--- src/rtl/sdp_pkg.sv ---
`default_nettype none
// ============================================================================
//  Module      : sdp_pkg
//  Description : Shared widths and record types for the two-requester
//                arbitrated add/subtract pipeline (sdp_arbiter, sdp_pipe).
//                DATA_W  - operand / result width
//                NUM_REQ - number of requesters
//                op_t    - one accepted operation (controls, operands, id)
//                rsp_t   - one result record (id, data) as held in the FIFO
//  Revision    : 1.0 - initial release
// ============================================================================
package sdp_pkg;

    localparam int DATA_W  = 8;
    localparam int NUM_REQ = 2;
    localparam int ID_W    = 1;    // enough bits to name one of NUM_REQ requesters

    typedef struct packed {
        logic              ctl_1;  // stage-2 select: 0 add, 1 subtract
        logic              ctl_2;  // stage-3 select: 1 add, 0 subtract
        logic [DATA_W-1:0] a;
        logic [DATA_W-1:0] b;
        logic [DATA_W-1:0] c;
        logic [ID_W-1:0]   id;
    } op_t;

    typedef struct packed {
        logic [ID_W-1:0]   id;
        logic [DATA_W-1:0] data;
    } rsp_t;

endpackage

`default_nettype wire

--- src/rtl/sdp_pipe.sv ---
`default_nettype none
// ============================================================================
//  Module      : sdp_pipe
//  Description : Three-stage, valid-tagged, never-stalling datapath.
//                Stage 1 registers the accepted operation (or a bubble),
//                stage 2 registers m = ctl_1 ? a-b : a+b,
//                stage 3 registers n = ctl_2 ? m+c : m-c (all modulo 2^DATA_W).
//                Ports:
//                  clk, reset - clock, synchronous active-high reset
//                  i_valid    - an operation is accepted this cycle
//                  i_op       - the accepted operation
//                  o_valid    - stage-3 holds a result
//                  o_rsp      - stage-3 result record (id, data)
//  Revision    : 1.0 - initial release
// ============================================================================
module sdp_pipe
    import sdp_pkg::*;
(
    input  logic clk,
    input  logic reset,
    input  logic i_valid,
    input  op_t  i_op,
    output logic o_valid,
    output rsp_t o_rsp
);

    // Stage 1: captured operation
    logic              r_s1_valid;
    op_t               r_s1_op;

    // Stage 2: partial result plus what stage 3 still needs
    logic              r_s2_valid;
    logic [ID_W-1:0]   r_s2_id;
    logic              r_s2_ctl_2;
    logic [DATA_W-1:0] r_s2_c;
    logic [DATA_W-1:0] r_s2_m;

    // Stage 3: final result
    logic              r_s3_valid;
    rsp_t              r_s3_rsp;

    logic [DATA_W-1:0] w_m;
    logic [DATA_W-1:0] w_n;

    // Truncation to DATA_W gives the modulo-2^DATA_W arithmetic for free.
    assign w_m = r_s1_op.ctl_1 ? (r_s1_op.a - r_s1_op.b) : (r_s1_op.a + r_s1_op.b);
    assign w_n = r_s2_ctl_2    ? (r_s2_m + r_s2_c)       : (r_s2_m - r_s2_c);

    always_ff @(posedge clk) begin
        if (reset) begin
            r_s1_valid <= 1'b0;
            r_s1_op    <= '0;
            r_s2_valid <= 1'b0;
            r_s2_id    <= '0;
            r_s2_ctl_2 <= 1'b0;
            r_s2_c     <= '0;
            r_s2_m     <= '0;
            r_s3_valid <= 1'b0;
            r_s3_rsp   <= '0;
        end else begin
            // A non-accept cycle injects a bubble; its zeroed payload is ignored downstream.
            r_s1_valid    <= i_valid;
            r_s1_op       <= i_valid ? i_op : '0;

            r_s2_valid    <= r_s1_valid;
            r_s2_id       <= r_s1_op.id;
            r_s2_ctl_2    <= r_s1_op.ctl_2;
            r_s2_c        <= r_s1_op.c;
            r_s2_m        <= w_m;

            r_s3_valid    <= r_s2_valid;
            r_s3_rsp.id   <= r_s2_id;
            r_s3_rsp.data <= w_n;
        end
    end

    assign o_valid = r_s3_valid;
    assign o_rsp   = r_s3_rsp;

endmodule

`default_nettype wire

--- src/rtl/sdp_arbiter.sv ---
`default_nettype none
// ============================================================================
//  Module      : sdp_arbiter
//  Description : Two-requester round-robin arbiter feeding a three-stage
//                add/subtract pipeline whose results queue in a FIFO.
//                Acceptance is throttled by an occupancy counter covering
//                every accepted-but-unpopped operation, so the FIFO can
//                never overflow even though the pipeline never stalls.
//                Ports:
//                  clk, reset            - clock, synchronous active-high reset
//                  req_valid[1:0]        - per-requester operation present
//                  req_ready[1:0]        - per-requester accept (one-hot or zero)
//                  req_ctl_1/req_ctl_2   - per-requester stage-2/stage-3 selects
//                  req_a/req_b/req_c     - operands, requester i in [8i+7:8i]
//                  rsp_valid/rsp_ready   - result handshake (pop on both high)
//                  rsp_id, rsp_data      - requester index and result at FIFO head
//  Revision    : 1.0 - initial release
// ============================================================================
module sdp_arbiter
    import sdp_pkg::*;
#(
    parameter int FIFO_DEPTH = 4
) (
    input  logic                      clk,
    input  logic                      reset,
    input  logic [NUM_REQ-1:0]        req_valid,
    output logic [NUM_REQ-1:0]        req_ready,
    input  logic [NUM_REQ-1:0]        req_ctl_1,
    input  logic [NUM_REQ-1:0]        req_ctl_2,
    input  logic [NUM_REQ*DATA_W-1:0] req_a,
    input  logic [NUM_REQ*DATA_W-1:0] req_b,
    input  logic [NUM_REQ*DATA_W-1:0] req_c,
    output logic                      rsp_valid,
    input  logic                      rsp_ready,
    output logic [ID_W-1:0]           rsp_id,
    output logic [DATA_W-1:0]         rsp_data
);

    localparam int                c_aw    = $clog2(FIFO_DEPTH);
    localparam int                c_cw    = c_aw + 1;
    localparam logic [c_cw-1:0]   c_depth = c_cw'(FIFO_DEPTH);

    // Arbitration / occupancy
    logic                 r_ptr;      // requester currently holding priority
    logic [c_cw-1:0]      r_occ;      // accepted and not yet popped
    logic [NUM_REQ-1:0]   w_grant;
    logic                 w_accept;
    logic [ID_W-1:0]      w_sel;
    op_t                  w_op;

    // Pipeline output
    logic                 w_pipe_valid;
    rsp_t                 w_pipe_rsp;

    // Result FIFO
    rsp_t                 r_mem [FIFO_DEPTH];
    logic [c_aw-1:0]      r_wr_ptr;
    logic [c_aw-1:0]      r_rd_ptr;
    logic [c_cw-1:0]      r_fcnt;
    logic                 w_pop;
    rsp_t                 w_head;

    // ------------------------------------------------------------------
    // Round-robin grant: the priority requester wins if it is asking,
    // otherwise the other one may take the slot.
    // ------------------------------------------------------------------
    always_comb begin
        w_grant = '0;
        if (!reset && (r_occ < c_depth)) begin
            if (req_valid[r_ptr]) begin
                w_grant[r_ptr] = 1'b1;
            end else if (req_valid[~r_ptr]) begin
                w_grant[~r_ptr] = 1'b1;
            end
        end
    end

    assign req_ready = w_grant;
    assign w_accept  = |w_grant;
    assign w_sel     = w_grant[1];

    always_comb begin
        w_op       = '0;
        w_op.ctl_1 = req_ctl_1[w_sel];
        w_op.ctl_2 = req_ctl_2[w_sel];
        w_op.a     = req_a[w_sel*DATA_W +: DATA_W];
        w_op.b     = req_b[w_sel*DATA_W +: DATA_W];
        w_op.c     = req_c[w_sel*DATA_W +: DATA_W];
        w_op.id    = w_sel;
    end

    always_ff @(posedge clk) begin
        if (reset) begin
            r_ptr <= 1'b0;
        end else if (w_accept) begin
            r_ptr <= ~w_sel;
        end
    end

    always_ff @(posedge clk) begin
        if (reset) begin
            r_occ <= '0;
        end else begin
            case ({w_accept, w_pop})
                2'b10:   r_occ <= r_occ + 1'b1;
                2'b01:   r_occ <= r_occ - 1'b1;
                default: r_occ <= r_occ;
            endcase
        end
    end

    // ------------------------------------------------------------------
    // Datapath
    // ------------------------------------------------------------------
    sdp_pipe u_pipe (
        .clk     (clk),
        .reset   (reset),
        .i_valid (w_accept),
        .i_op    (w_op),
        .o_valid (w_pipe_valid),
        .o_rsp   (w_pipe_rsp)
    );

    // ------------------------------------------------------------------
    // Result FIFO. The occupancy limit guarantees a free slot whenever a
    // result leaves stage 3, so writes are never refused. Storage itself
    // is not reset; emptiness is tracked by r_fcnt and outputs are masked.
    // ------------------------------------------------------------------
    assign w_head    = r_mem[r_rd_ptr];
    assign rsp_valid = !reset && (r_fcnt != '0);
    assign w_pop     = rsp_valid && rsp_ready;
    assign rsp_id    = rsp_valid ? w_head.id   : '0;
    assign rsp_data  = rsp_valid ? w_head.data : '0;

    always_ff @(posedge clk) begin
        if (w_pipe_valid) begin
            r_mem[r_wr_ptr] <= w_pipe_rsp;
        end
    end

    always_ff @(posedge clk) begin
        if (reset) begin
            r_wr_ptr <= '0;
            r_rd_ptr <= '0;
            r_fcnt   <= '0;
        end else begin
            if (w_pipe_valid) begin
                r_wr_ptr <= r_wr_ptr + 1'b1;
            end
            if (w_pop) begin
                r_rd_ptr <= r_rd_ptr + 1'b1;
            end
            case ({w_pipe_valid, w_pop})
                2'b10:   r_fcnt <= r_fcnt + 1'b1;
                2'b01:   r_fcnt <= r_fcnt - 1'b1;
                default: r_fcnt <= r_fcnt;
            endcase
        end
    end

endmodule

`default_nettype wire

--- config.mk ---
export PLATFORM = sky130hd
export DESIGN_NAME = sdp_arbiter
export DESIGN_NICKNAME = d
export VERILOG_FILES = /design/src/rtl/sdp_pkg.sv /design/src/rtl/sdp_pipe.sv /design/src/rtl/sdp_arbiter.sv
export SDC_FILE = /design/constraint.sdc
export NUM_CORES = 1
export LEC_CHECK = 0
export ABC_AREA = 1
export CORE_MARGIN = 2
export CORE_UTILIZATION = 45
export DETAILED_ROUTE_END_ITERATION = 10
export PLACE_DENSITY = 0.68
export SLEW_MARGIN = 10
export SYNTH_ARGS = -nofsm -noshare
export SYNTH_HDL_FRONTEND = slang
export SYNTH_SLANG_ARGS = --single-unit
--- constraint.sdc ---
create_clock -name clk -period 2.6 [get_ports clk]
set_input_delay 0.39 -clock clk [delete_from_list [all_inputs] [get_ports clk]]
set_output_delay 0.39 -clock clk [all_outputs]
set_load 0.01 [all_outputs]
# Word level (Yosys, flattened, before mapping)
# Memories as Yosys holds them, arrays and structs flattened. A register that Yosys moved wholly into a read port is not among the register bits.
# Cells that the tools add are included.
op_classes:
  bitwise_logic: 3
  n_lt_le_gt_ge: 6
  n_eq_ne: 4
  add_sub_neg: 10
  shifts: 3
  reduce_logical: 11
  mux: 25
ops:
  columns: ["operator", "n"]
  rows:
  - ["$shiftx A16 B5 Y8", 3]
  - ["$mux W8", 3]
  - ["$add A8 B8 Y8", 2]
  - ["$sub A8 B8 Y8", 2]
  - ["$mux W1", 13]
  - ["$pmux W3 S2", 2]
  - ["$mux W2", 5]
  - ["$add A3 B1 Y3 const B", 2]
  - ["$lt A1 B2 Y1 const B", 3]
  - ["$sub A3 B1 Y3 const B", 2]
  - ["$logic_and A1 B1 Y1", 5]
  - ["$add A2 B1 Y2 const B", 2]
  - ["$eq A2 B1 Y1 const B", 2]
  - ["$eq A2 B2 Y1 const B", 2]
  - ["$reduce_bool A2 Y1", 2]
  - ["$reduce_or A2 Y1", 2]
  - ["$lt A3 B3 Y1 const B", 1]
  - ["$not A1 Y1", 3]
  - ["$reduce_bool A3 Y1", 1]
  - ["$demux W1 S1", 2]
  - ["$ge A1 B1 Y1 const B", 2]
  - ["$logic_not A1 Y1", 1]
word_totals:
  reg_bits: 68
  ramBits: 36
  inputBits: 57
  elab_cells: 83
  out_inout_bits: 12
  memories: 1
mem_list:
  columns: ["name", "words", "word_bits", "rd", "rd_clocked_by_memory_dff", "write_ports", "line", "rtl"]
  rows:
  - ["r_mem", 4, 9, 1, 1, 1, "sdp_arbiter.sv:56", "rsp_t r_mem [FIFO_DEPTH];"]

# Depth between registers and ports, before layout
logic_depth:
  ltp_word: 11
  depth_mapped: 16
  ltp_nobuf: 16

# Cells and area by module
# From an unflattened synthesis, not the netlist that was laid out.
hier_totals:
  hier_cells: 633
  area_unflattened_um2: 4989.8
by_module_without_submodules:
  columns: ["module", "seq_area_each_um2", "instances", "cells_per_inst", "area_each_um2"]
  rows:
  - ["sdp_arbiter", 1341.3, 1, 301, 2496.1]
  - ["sdp_pipe", 1141.1, 1, 332, 2493.6]

# Worst setup path before layout
# Ideal clock, no wire load.
synth_path:
  path_kind: "input-to-reg"
  start: "input reset"
  end: "register r_fcnt[2]"
  path_slack_ns: 0.663
  cell_stages: 11
  arrival_ns: 1.815
  path_cell_list: "buf_6 -> inv_2 -> nand2_1 -> nor2_4 -> ha_1 -> inv_1 -> fa_1 -> a21oi_1 -> o21ai_0 -> o21ai_0 -> a21oi_1"
synth_via:
  elab_chain_len: 5
  word_cells_on_any_way: 7
synth_lines:
  columns: ["element", "line", "rtl"]
  rows:
  - ["start, declared", "sdp_arbiter.sv:25", "input logic reset,"]
  - ["$logic_not A1 Y1", "sdp_arbiter.sv:130", "assign rsp_valid = !reset && (r_fcnt != '0);"]
  - ["$logic_and A1 B1 Y1", "sdp_arbiter.sv:130", null]
  - ["$logic_and A1 B1 Y1", "sdp_arbiter.sv:131", "assign w_pop = rsp_valid && rsp_ready;"]
  - ["$eq A2 B1 Y1 or $eq A2 B2 Y1 (tied branches)", "sdp_arbiter.sv:153", "case ({w_pipe_valid, w_pop})"]
  - ["$pmux W3 S2 or $reduce_bool A2 Y1 (tied branches)", null, null]
  - ["end signal, assigned", "sdp_arbiter.sv:154", "2'b10: r_fcnt <= r_fcnt + 1'b1;"]
  - ["end signal, assigned", "sdp_arbiter.sv:155", "2'b01: r_fcnt <= r_fcnt - 1'b1;"]
  - ["end signal, assigned", "sdp_arbiter.sv:156", "default: r_fcnt <= r_fcnt;"]
  - ["end, declared", "sdp_arbiter.sv:59", "logic [c_cw-1:0] r_fcnt;"]
# Several ways; a longest one is shown, not always the timed one.
# A chain may end at the register's enable or synchronous reset.

# Final worst setup path
layout_path:
  start: "input reset"
  end: "output rsp_data[0]"
layout_via:
  elab_chain_len: 3
layout_lines:
  columns: ["element", "line", "rtl"]
  rows:
  - ["$logic_not A1 Y1", "sdp_arbiter.sv:130", null]
  - ["$logic_and A1 B1 Y1", "sdp_arbiter.sv:130", null]
  - ["$mux W8", "sdp_arbiter.sv:133", "assign rsp_data = rsp_valid ? w_head.data : '0;"]
  - ["end, declared", "sdp_arbiter.sv:36", "output logic [DATA_W-1:0] rsp_data"]
# No other way between the ends.

==> impl_results.md <==
* Status: finished clean
* Starting density of the core at 45.76%
* Initial antenna violation count at 0
* RR Startpoint: u_pipe.r_s1_op[9]
* Hold path cells at 2
* Register area share after synthesis at 53.26%
* Diodes inserted at 0
* Routed via count at 3434
* Unrepaired setup endpoints after global routing: no
* Clock Tree Buf Depth at 2
* CTS tree: yes
* Worst Reg-to-Reg Cells at 14
* Fin crit period at 2.445 ns
* Resized Gates After CTS at 2
* Final Cycle Share at 94.05%
* R2R Path End: u_pipe.r_s2_m[7]
* CP endpoint kind: output port
* Number of synthesized register bits at 106
* Pin count of the biggest net entering global routing at 28
* Fin cells at 734
* Fin. max-slew vios at 0
* Die Span Y at 105.8 um
* Htree depth at 3
* Vias per std cell at 4.678
* Postcts setup bufs at 0
* Peak supply drop at 281.7 uV
* Standard-cell rows at 37
* Slew @ Worst Pin at 0.4480 ns
* CTS Buf Count at 9
* Hold violation count in the final report at 0
* LEAKAGE at 2.404 nW
* Clock Latency Late Sink at 0.37 ns
* Synth cell types at 32
* Maximum Capacitance Violations at 0
* Syn Std Cell Area at 0.004661 mm2
* Yosys Warn Count at 0
* Area Growth Syn to Fin at 21.21%
* Mapped Cells at 520
* Mapped Nets at 603
* Layout cell share with drive strength beyond 1 at 5.853%
* Hold wc startpoint: u_pipe.r_s2_valid
* # fillers at 962
* Setup violators final at 0
* Antenna Nets Post-Route at 0
* WS Path Type: in2out
* CP Data Required Time at 2.21 ns
* Design area at 0.005649 mm2
* CTS Hold Buffers Added at 0
* Drt drc at 0
* Routed WL per cell at 11.31 um
* Min-Delay Endpoint: u_pipe.o_valid
* Tot GR Track Use at 16.32%
* Avg Inst Size Synth at 8.963 um2
* Worst Hold Class: reg2reg
* Post-Place Cells at 718
* First-pass GRT wire length at 14.60 mm
* Final net count at 676
* Clk pin slew, worst setup/hold paths at 0.09 ns
* DR pass1 iterations at 4
* CP Data Arrival Time at 2.06 ns
* Hpwl dp at 6.303 mm
* Vias in the first global route at 3300
* Fmax at 408.9 MHz
* DR iter-0 viols at 141
* Die area at 0.01119 mm2
* Worst rel slew slack at 70.10%
* Routability Congestion at 0.8542
* Gr ovfl total at 0
* Pwr Density at 618.3 mW/mm2
* Root buffer cell: clkbuf_8
* Die X at 105.8 um
* Reg2Reg Setup Slack at 0.40 ns
* Floorplan core area at 0.01018 mm2
* # IOs at 69
* CP max FO at 11
* Final wirelength at 8.302 mm
* Startpoint Class: input port
* Post-DP Area at 0.005475 mm2
* PortBufs at 68
* Worst Clk Skew at 0.01362 ns
* Clock sinks at 106
-- critical path, cell delays in order --
cell and delay (ns):
clkdlybuf4s50_1 0.56, inv_2 0.11, nand2_1 0.10, buf_4 0.20, a21oi_1 0.14, clkdlybuf4s50_1 0.55
-- cells in the mapped netlist, drive strengths merged --
| master | n | area share (%) |
|---|---|---|
| nor2 | 83 | 6.9 |
| nand2 | 78 | 6.3 |
| dfxtp | 70 | 30 |
| inv | 69 | 5.6 |
| o21ai | 44 | 4.7 |
| a21oi | 40 | 4.3 |
| edfxtp | 36 | 23 |
| ha | 22 | 5.9 |
| nand3 | 21 | 2.4 |
| a22o | 15 | 2.8 |
| buf | 12 | 2.0 |
| xor2 | 9 | 1.7 |
| clkbuf | 4 | 0.35 |
| fa | 4 | 1.7 |
| nor3 | 4 | 0.54 |
| xnor2 | 4 | 0.75 |
| o21a | 2 | 0.32 |
| a211oi | 1 | 0.16 |
| and2 | 1 | 0.13 |
| clkinv | 1 | 0.080 |
-- worst max path at each step --
stage	startpoint	end	slack, ns	depth (start not counted)
after floorplan	reset	r_fcnt[2]	0.66	11
after global placement	reset	r_fcnt[2]	0.13	11
after detailed placement	reset	r_fcnt[2]	-0.006	11
after CTS	reset	rsp_data[2]	0.14	6
after global routing	register	rsp_data[3]	0.02	5
final	reset	rsp_data[0]	0.15	6
-- layout make-up --
| type | count | area (um2) | share of cell area (%) |
|---|---|---|---|
| Inverter | 70 | 266.5 | 4.718 |
| Clock inverter | 6 | 43.79 | 0.7752 |
| Timing Repair Buffer | 78 | 755.7 | 13.38 |
| Sequential cell | 106 | 2484 | 43.96 |
| Clock buffer | 10 | 127.6 | 2.259 |
| Multi-Input combinational cell | 328 | 1802 | 31.89 |
| Tap cell | 136 | 170.2 | 3.012 |
-- report_power, final --
group          internal (mW)  switching [mW]  total (mW)
Combinational          0.312           0.373       0.685
Clock                  0.348           0.534       0.882
Sequential              1.86          0.0688        1.93
-- logic make-up after synthesis --
group | synth area share [%]
adders and majority gates | 7.624
AOI/OAI and AO/OA | 12.32
buffers and inverters | 8.081
xor gates and xnor gates | 2.443
DFF | 53.26
and+or+nand+nor | 16.27
-- routing by layer --
metal  part of all wire [%]  vias to the layer above  track usage [%]
li1                       -                     1831                -
met1                     46                     1501            19.35
met2                     47                       90            28.29
met3                    4.9                       12            3.649
met4                    2.2                        0            7.237
met5                      0                        -                0
-- state kept, by name (all words and copies together), names as in the netlist, named ones only --
register,count
r_fcnt,3
r_mem,36
r_occ,3
r_ptr,1
r_rd_ptr,2
r_wr_ptr,2
u_pipe.o_rsp,9
u_pipe.o_valid,1
u_pipe.r_s1_op,27
u_pipe.r_s1_valid,1
u_pipe.r_s2_c,8
u_pipe.r_s2_ctl_2,1
u_pipe.r_s2_id,1
u_pipe.r_s2_m,8
u_pipe.r_s2_valid,1
-- layout by cell type, fill, tap and decap left out, types with 20 or more instances in the layout --
cell type and n:
nand3_1 20, edfxtp_1 36, nor2_1 81, nand2_1 77, a21oi_1 40, clkdlybuf4s50_1 68, inv_1 66, o21ai_0 43
ha_1 22, dfxtp_1 69
-- metrics by stage --
| step | TNS [ns] | utilization (%) | worst slack, ns | hold slack [ns] | power, mW |
|---|---|---|---|---|---|
| global route | 0 | 55.47 | 0.01601 | 0.4272 | 3.712 |
| finish | 0 | 55.47 | 0.1547 | 0.4058 | 3.493 |
| floorplan | 0 | - | 0.6633 | 0.3883 | 2.426 |
| CTS | 0 | 55.47 | 0.1427 | 0.4087 | 3.513 |
| detailed placement | -0.006239 | 53.76 | -0.006239 | 0.3936 | 2.648 |
| global placement | 0 | 53.76 | 0.1296 | 0.3935 | 2.628 |
Note: power is estimated with default switching activity, not from simulation.
